[src/rtl/request_latch_pkg.sv]
// request_latch_pkg: shared defaults for the request latch slice
// Holds the default request count, the default ack-index width and the reset value of each mask bit.
package request_latch_pkg;
  localparam int   N_DEF    = 4;
  localparam int   IDXW_DEF = 2;
  localparam logic MASK_RST = 1'b1;
endpackage

[src/rtl/req_edge_detect.sv]
// req_edge_detect: per-bit rising-edge pulse on the request lines
// Ports: clk, rst_n (sync, active-low), req[N] in, evt[N] out (req high now, low last cycle).
// Only needed by the REQUEST_LATCH_EDGE_EN build, so the body compiles only under that macro.
`ifdef REQUEST_LATCH_EDGE_EN
module req_edge_detect #(
  parameter int N = 4
) (
  input  logic         clk,
  input  logic         rst_n,
  input  logic [N-1:0] req,
  output logic [N-1:0] evt
);
  logic [N-1:0] prev;
  always_ff @(posedge clk) prev <= !rst_n ? '0 : req;
  assign evt = req & ~prev;
endmodule
`endif

[src/rtl/request_latch.sv]
// request_latch: sticky request capture with enable mask feeding a priority encoder
// Ports: clk, rst_n (sync, active-low), req[N], mask_we, mask_in[N], ack, ack_idx[IDXW],
//        ovf_clr[N] (W1C) in; d[N] = pend & mask, pend[N], ovf[N], any = |d out.
// Macro REQUEST_LATCH_EDGE_EN: rising-edge capture with overflow flags; otherwise level capture, ovf tied 0.
module request_latch
  import request_latch_pkg::*;
#(
  parameter int N    = N_DEF,
  parameter int IDXW = IDXW_DEF
) (
  input  logic            clk,
  input  logic            rst_n,
  input  logic [N-1:0]    req,
  input  logic            mask_we,
  input  logic [N-1:0]    mask_in,
  input  logic            ack,
  input  logic [IDXW-1:0] ack_idx,
  input  logic [N-1:0]    ovf_clr,
  output logic [N-1:0]    d,
  output logic [N-1:0]    pend,
  output logic [N-1:0]    ovf,
  output logic            any
);
  logic [N-1:0] mask, evt, clr;
  always_comb begin
    clr = '0;
    for (int i = 0; i < N; i++) clr[i] = ack && (int'(ack_idx) == i);
  end
`ifdef REQUEST_LATCH_EDGE_EN
  req_edge_detect #(.N(N)) u_edge (
    .clk   (clk),
    .rst_n (rst_n),
    .req   (req),
    .evt   (evt)
  );
  // an event on an already-pending bit overflows unless the same cycle acknowledges it; set beats clear
  always_ff @(posedge clk) ovf <= !rst_n ? '0 : (ovf & ~ovf_clr) | (evt & pend & ~clr);
`else
  logic unused_ovf_clr;
  assign unused_ovf_clr = ^ovf_clr;
  assign evt = req;
  assign ovf = '0;
`endif
  // set wins over a same-cycle clear
  always_ff @(posedge clk) begin
    pend <= !rst_n ? '0 : (pend & ~clr) | evt;
    mask <= !rst_n ? {N{MASK_RST}} : mask_we ? mask_in : mask;
  end
  assign d   = pend & mask;
  assign any = |d;
endmodule

[config.mk]
export PLATFORM = sky130hd
export DESIGN_NAME = request_latch
export DESIGN_NICKNAME = d
export VERILOG_FILES = /design/src/rtl/request_latch_pkg.sv /design/src/rtl/req_edge_detect.sv /design/src/rtl/request_latch.sv
export SDC_FILE = /design/constraint.sdc
export NUM_CORES = 1
export LEC_CHECK = 0
export BUFFER_PORTS_ARGS = -buffer_cell sky130_fd_sc_hd__clkbuf_2
export CORE_AREA = 3 3 40 42
export CTS_CLUSTER_DIAMETER = 200
export DETAILED_ROUTE_END_ITERATION = 7
export DIE_AREA = 0 0 43 45
export GPL_ROUTABILITY_DRIVEN = 0
export PLACE_DENSITY_LB_ADDON = 0.12
export SLEW_MARGIN = 20
export SYNTH_ARGS = -nofsm -noshare
export SYNTH_HDL_FRONTEND = slang
export SYNTH_HIERARCHICAL = 1
export SYNTH_SLANG_ARGS = --single-unit
[constraint.sdc]
create_clock -name clk -period 1.4 [get_ports clk]
set_input_delay 0.28 -clock clk [delete_from_list [all_inputs] [get_ports clk]]
set_output_delay 0.28 -clock clk [all_outputs]
set_load 0.005 [all_outputs]
# Word level (Yosys, flattened, before mapping)
# Cells that the tools add are included.
[totals]
ram_bits = 0
rom_bits = 0
ff_bits = 8
wordCells = 15
output_inout_bits = 13
n_memories = 0
input_bits = 18
latch_bits = 0
[op_classes]
muxes = 0
n_bitwise = 4
mul = 0
n_div = 0
eq_ne = 3
shifts = 0
addsub = 0
n_reduce_logical = 6
magnitude_cmp = 0
[op_table]
columns = ["cell", "count"]
rows = [
  ["$and A4 B4 Y4", 2],
  ["$eq A2 B2 Y1 const B", 2],
  ["$logic_and A1 B1 Y1", 4],
  ["$not A4 Y4", 1],
  ["$or A4 B4 Y4", 1],
  ["$reduce_or A4 Y1", 1],
  ["$eq A2 B1 Y1 const B", 1],
  ["$logic_not A2 Y1", 1],
]

# Longest topological paths before layout
[logic_depth]
word_depth = 5
ltp_mapped = 3
mapped_depth_nobuf = 2

# Worst setup path before layout
# No wires, ideal clock.
[synth_timing]
path_type = "register -> output"
from = "register pend[2]"
to = "output port any"
t_arrival_ns = 0.985
required_time_ns = 1.120
path_stages_with_launch = 3
setup_slack_ns = 0.135
cell_sequence = "dfxtp_1 > and2_4 > or4_4"
[synth_between]
elab_chain_cells = 2
[synth_lines]
columns = ["element", "line", "source"]
rows = [
  ["start, declared", "request_latch.sv:20", "output logic [N-1:0] pend,"],
  ["start signal, assigned", "request_latch.sv:46", "pend <= !rst_n ? '0 : (pend & ~clr) | evt;"],
  ["$and A4 B4 Y4", "request_latch.sv:49", "assign d = pend & mask;"],
  ["via d[2]", "request_latch.sv:19", "output logic [N-1:0] d,"],
  ["$reduce_or A4 Y1", "request_latch.sv:50", "assign any = |d;"],
  ["end, declared", "request_latch.sv:22", "output logic any"],
]
# The timed path passes the listed nets, and every way through them passes these cells.

# Final worst setup path
[layout_timing]
from = "register pend[2]"
to = "output port any"
[layout_between]
elab_chain_cells = 2
[layout_lines]
columns = ["element", "line"]
rows = [
  ["$and A4 B4 Y4", "request_latch.sv:49"],
  ["$reduce_or A4 Y1", "request_latch.sv:50"],
]
# Every way passes these cells.

==> summary.md <==
| Metric | Value |
|---|---|
| TritonCTS clock tree | `done` |
| Net total in the final layout | `between 80 and 90` |
| Critical Path End Type | `output pin` |
| Leakage power | `0.275 nW` |
| Post-detailed-routing wire length | `~790 µm` |
| Max stage delay on crit path | `0.51 ns` |
| Number of standard cells in the final layout excluding fillers | `80` |
| Synth area leaders | `sky130_fd_sc_hd__dfxtp_1 (45%), sky130_fd_sc_hd__mux2i_1 (11%), sky130_fd_sc_hd__buf_4 (8.4%), sky130_fd_sc_hd__o21ai_0 (5.6%), sky130_fd_sc_hd__and2_1 (5.2%)` |
| Worst Skew | `0 ns` |
| Post-synthesis sequential element count | `8` |
| Total count of max-transition violations in the final report | `0` |
| Top fanout value on the critical path | `2` |
| Detailed-placement wirelength estimate | `660 µm` |
| Ant. Diodes | `0` |
| Number of setup violations in the final report | `1` |
| TritonCTS sink count | `8` |
| Slowest library cell on the worst path | `sky130_fd_sc_hd__or4_4` |
| Vias | `345` |
| Gate Count Post-Synth | `40` |
| Area growth from synthesis to final layout | `42.2%` |
| Number of DRC violations after detailed routing | `0` |
| Leading cell type in the layout, fill and taps excluded | `sky130_fd_sc_hd__clkbuf_2` |
| Final Critical Period | `1.61 ns` |
| Number of maximum-capacitance violations | `0` |
| Share of synthesized area occupied by flip-flops and latches | `44.6%` |
| Final worst path period share | `115%` |
| Area fraction of the dominant cell type after synthesis | `between 40% and 50%` |
| Clock H-tree levels | `1` |
| Detailed Route Iter0 Violations | `1` |
| Largest family of logic cells by synthesized area | `simple AND/OR/NAND/NOR gates` |
| Yosys warning total | `6` |
| CP Launch Type | `flop` |
| Number of global-route vias before repair | `320` |
| Top library cells by usage in the layout, fill and taps aside | `sky130_fd_sc_hd__clkbuf_2 (22), sky130_fd_sc_hd__dfxtp_1 (6)` |
| Vias per std cell | `4.31` |
| Placed Cells incl. Taps | `77` |
| FMAX | `0.620 GHz` |
| Worst setup margin | `-0.212 ns` |
| CP Data Arrival Time | `1.33 ns` |
| Count of distinct cell types in the synthesized netlist | `16` |
| CTS Buf Count | `3` |
| Port-buffer cells | `22` |
| Wire length per cell | `9.86 µm` |
| Cell area power density | `1020 nW/µm²` |
| Outcome | `finished, violations left` |
| Height of the die | `45 µm` |
| Skew-Pair Late Insertion Delay | `0.24 ns` |
| Number of top-level pins | `31` |
| First-pass DRT Iterations | `3` |
| Total grt overflow | `0` |
| Horizontal extent of the die | `43 µm` |
| Avg Synthesized Cell Area | `around 9.0 µm²` |
| Wire length of the first global-routing pass | `1310 µm` |
| Failing checks | `setup timing` |
| Share of final-layout standard cells stronger than drive strength 1 | `around half` |
| Antenna Violating Nets Remaining | `0` |
| CP Cell Sequence | `and2_4 -> or4_4 -> clkbuf_2` |
| Crit Path Class | `flop to output pin` |
| Largest net degree at the start of global routing | `9` |
| Unrepaired setup endpoints after global routing | `yes` |
| Buffer cell driving the clock tree root | `sky130_fd_sc_hd__clkbuf_4` |
| Mux share of post-synthesis cell area | `11.1%` |
| Max IR drop VDD | `between 0.6 and 0.7 mV` |
| Post-layout util | `approximately 40%` |
| CTS clock-pin slew for the worst setup and hold paths | `0.05 ns` |
| Number of rows created at floorplan | `13` |
| Post-synthesis simple-gate area fraction | `18.8%` |
| Number of buffers between clock root and the deepest sink | `2` |
| Cell family contributing the most delay on the critical path | `simple AND/OR/NAND/NOR gates` |
| Class of the tightest hold or removal check | `primary input to flop` |
| Synthesized-area fraction occupied by ao, oa, aoi and oai cells | `between 10% and 20%` |
| Required time reported for the critical path endpoint | `1.12 ns` |
| Buf/Inv on CP | `1` |
| Total global routing track utilization | `9.62%` |
| Post-synthesis share of cell area spent on full adders, half adders and majority gates | `0%` |
| Placed inst area | `480 µm²` |
| Placement-stage worst setup slack | `around 0.048 ns` |
| Synth Cell Area | `roughly 360 µm²` |
| Core ar. | `1280 µm²` |
| Hold violation count in the final report | `0` |
| Cell area after layout | `510 µm²` |
| Overall die area | `1940 µm²` |
| Cell type with the highest aggregate area in the netlist | `sky130_fd_sc_hd__dfxtp_1` |
| Starting density of the core | `27.9%` |
| Number of buffers inserted for hold repair after clock tree synthesis | `0` |
| Initial antenna violation count | `0` |
| Setup slack, reg-to-reg | `around 0.65 ns` |
| Setup total negative slack | `-0.212 ns` |
| Xor-xnor portion of the synthesized cell area | `0%` |
[routing by layer]
metal	GRT usage [%]	share of wire [%]
met1	11.0	42
met4	1.81	0
met2	14.1	45
met3	7.97	13
met5	0	0
[path summary, 6_finish.rpt]
| kind | startpoint | endpoint | cells past startpoint |
|---|---|---|---|
| worst min register to register | mask[2] | mask[2] | 2 |
| worst min-delay path | ack_idx[0] | pend[1] | 2 |
| worst max register to register | pend[0] | pend[0] | 3 |
| worst max-delay path | pend[2] | any | 3 |
[timing repair]
item | 4_1_cts | 5_1_grt
setup buffers | 0 | 0
resized for setup | 0 | 4
setup endpoints to repair | 1 | 1
[cell type report]
| type | count | area [µm²] |
|---|---|---|
| Multi-Input combinational cell | 28 | 174 |
| Timing Repair Buffer | 24 | 125 |
| Fill cell | 141 | 774 |
| Clock buffer | 3 | 22.5 |
| Inverter | 2 | 7.51 |
| Tap cell | 15 | 18.8 |
| Sequential cell | 8 | 163 |
[registers in the layout, indices dropped and copies added (netlist names)]
signal	count
pend	4
mask	4
[cells by family after synthesis]
logic type,Yosys count
multiplexers,4
AND/OR/NAND/NOR,12
AO/OA/AOI/OAI,8
buffers and inverters,7
flip-flops,8
other,1
[metrics by stage]
step	power, mW	hold slack (ns)
2_1_floorplan	0.308	0.342
3_3_place_gp	0.357	0.456
3_5_place_dp	0.357	0.459
4_1_cts	0.527	0.240
5_1_grt	0.565	0.236
6_report	0.520	0.245
[where the power goes]
part	total (mW)	switching, mW	internal, mW
registers	0.254	0.00864	0.245
clock network	0.164	0.0672	0.0973
logic	0.102	0.0426	0.0592
total	0.520	0.118	0.401
[worst register-to-register path, cell delays in order (launching register included)]
cell and delay, ns:
sky130_fd_sc_hd__dfxtp_2 0.31, sky130_fd_sc_hd__buf_4 0.12, sky130_fd_sc_hd__o21ai_0 0.15, sky130_fd_sc_hd__a21oi_1 0.05
[Yosys cell counts]
cell type                  count
sky130_fd_sc_hd__buf_4         4
sky130_fd_sc_hd__dfxtp_1       8
sky130_fd_sc_hd__and2_1        3
sky130_fd_sc_hd__and2_4        1
sky130_fd_sc_hd__nand2_1       4
sky130_fd_sc_hd__inv_1         2
sky130_fd_sc_hd__conb_1        1
sky130_fd_sc_hd__nor2_1        2
sky130_fd_sc_hd__mux2i_1       4
sky130_fd_sc_hd__a31oi_1       2
sky130_fd_sc_hd__nor2b_1       1
sky130_fd_sc_hd__or4_4         1
sky130_fd_sc_hd__o21ai_0       4
sky130_fd_sc_hd__a21oi_1       1
sky130_fd_sc_hd__a41oi_1       1
sky130_fd_sc_hd__clkbuf_1      1
Power figures use the tool's default switching activity.
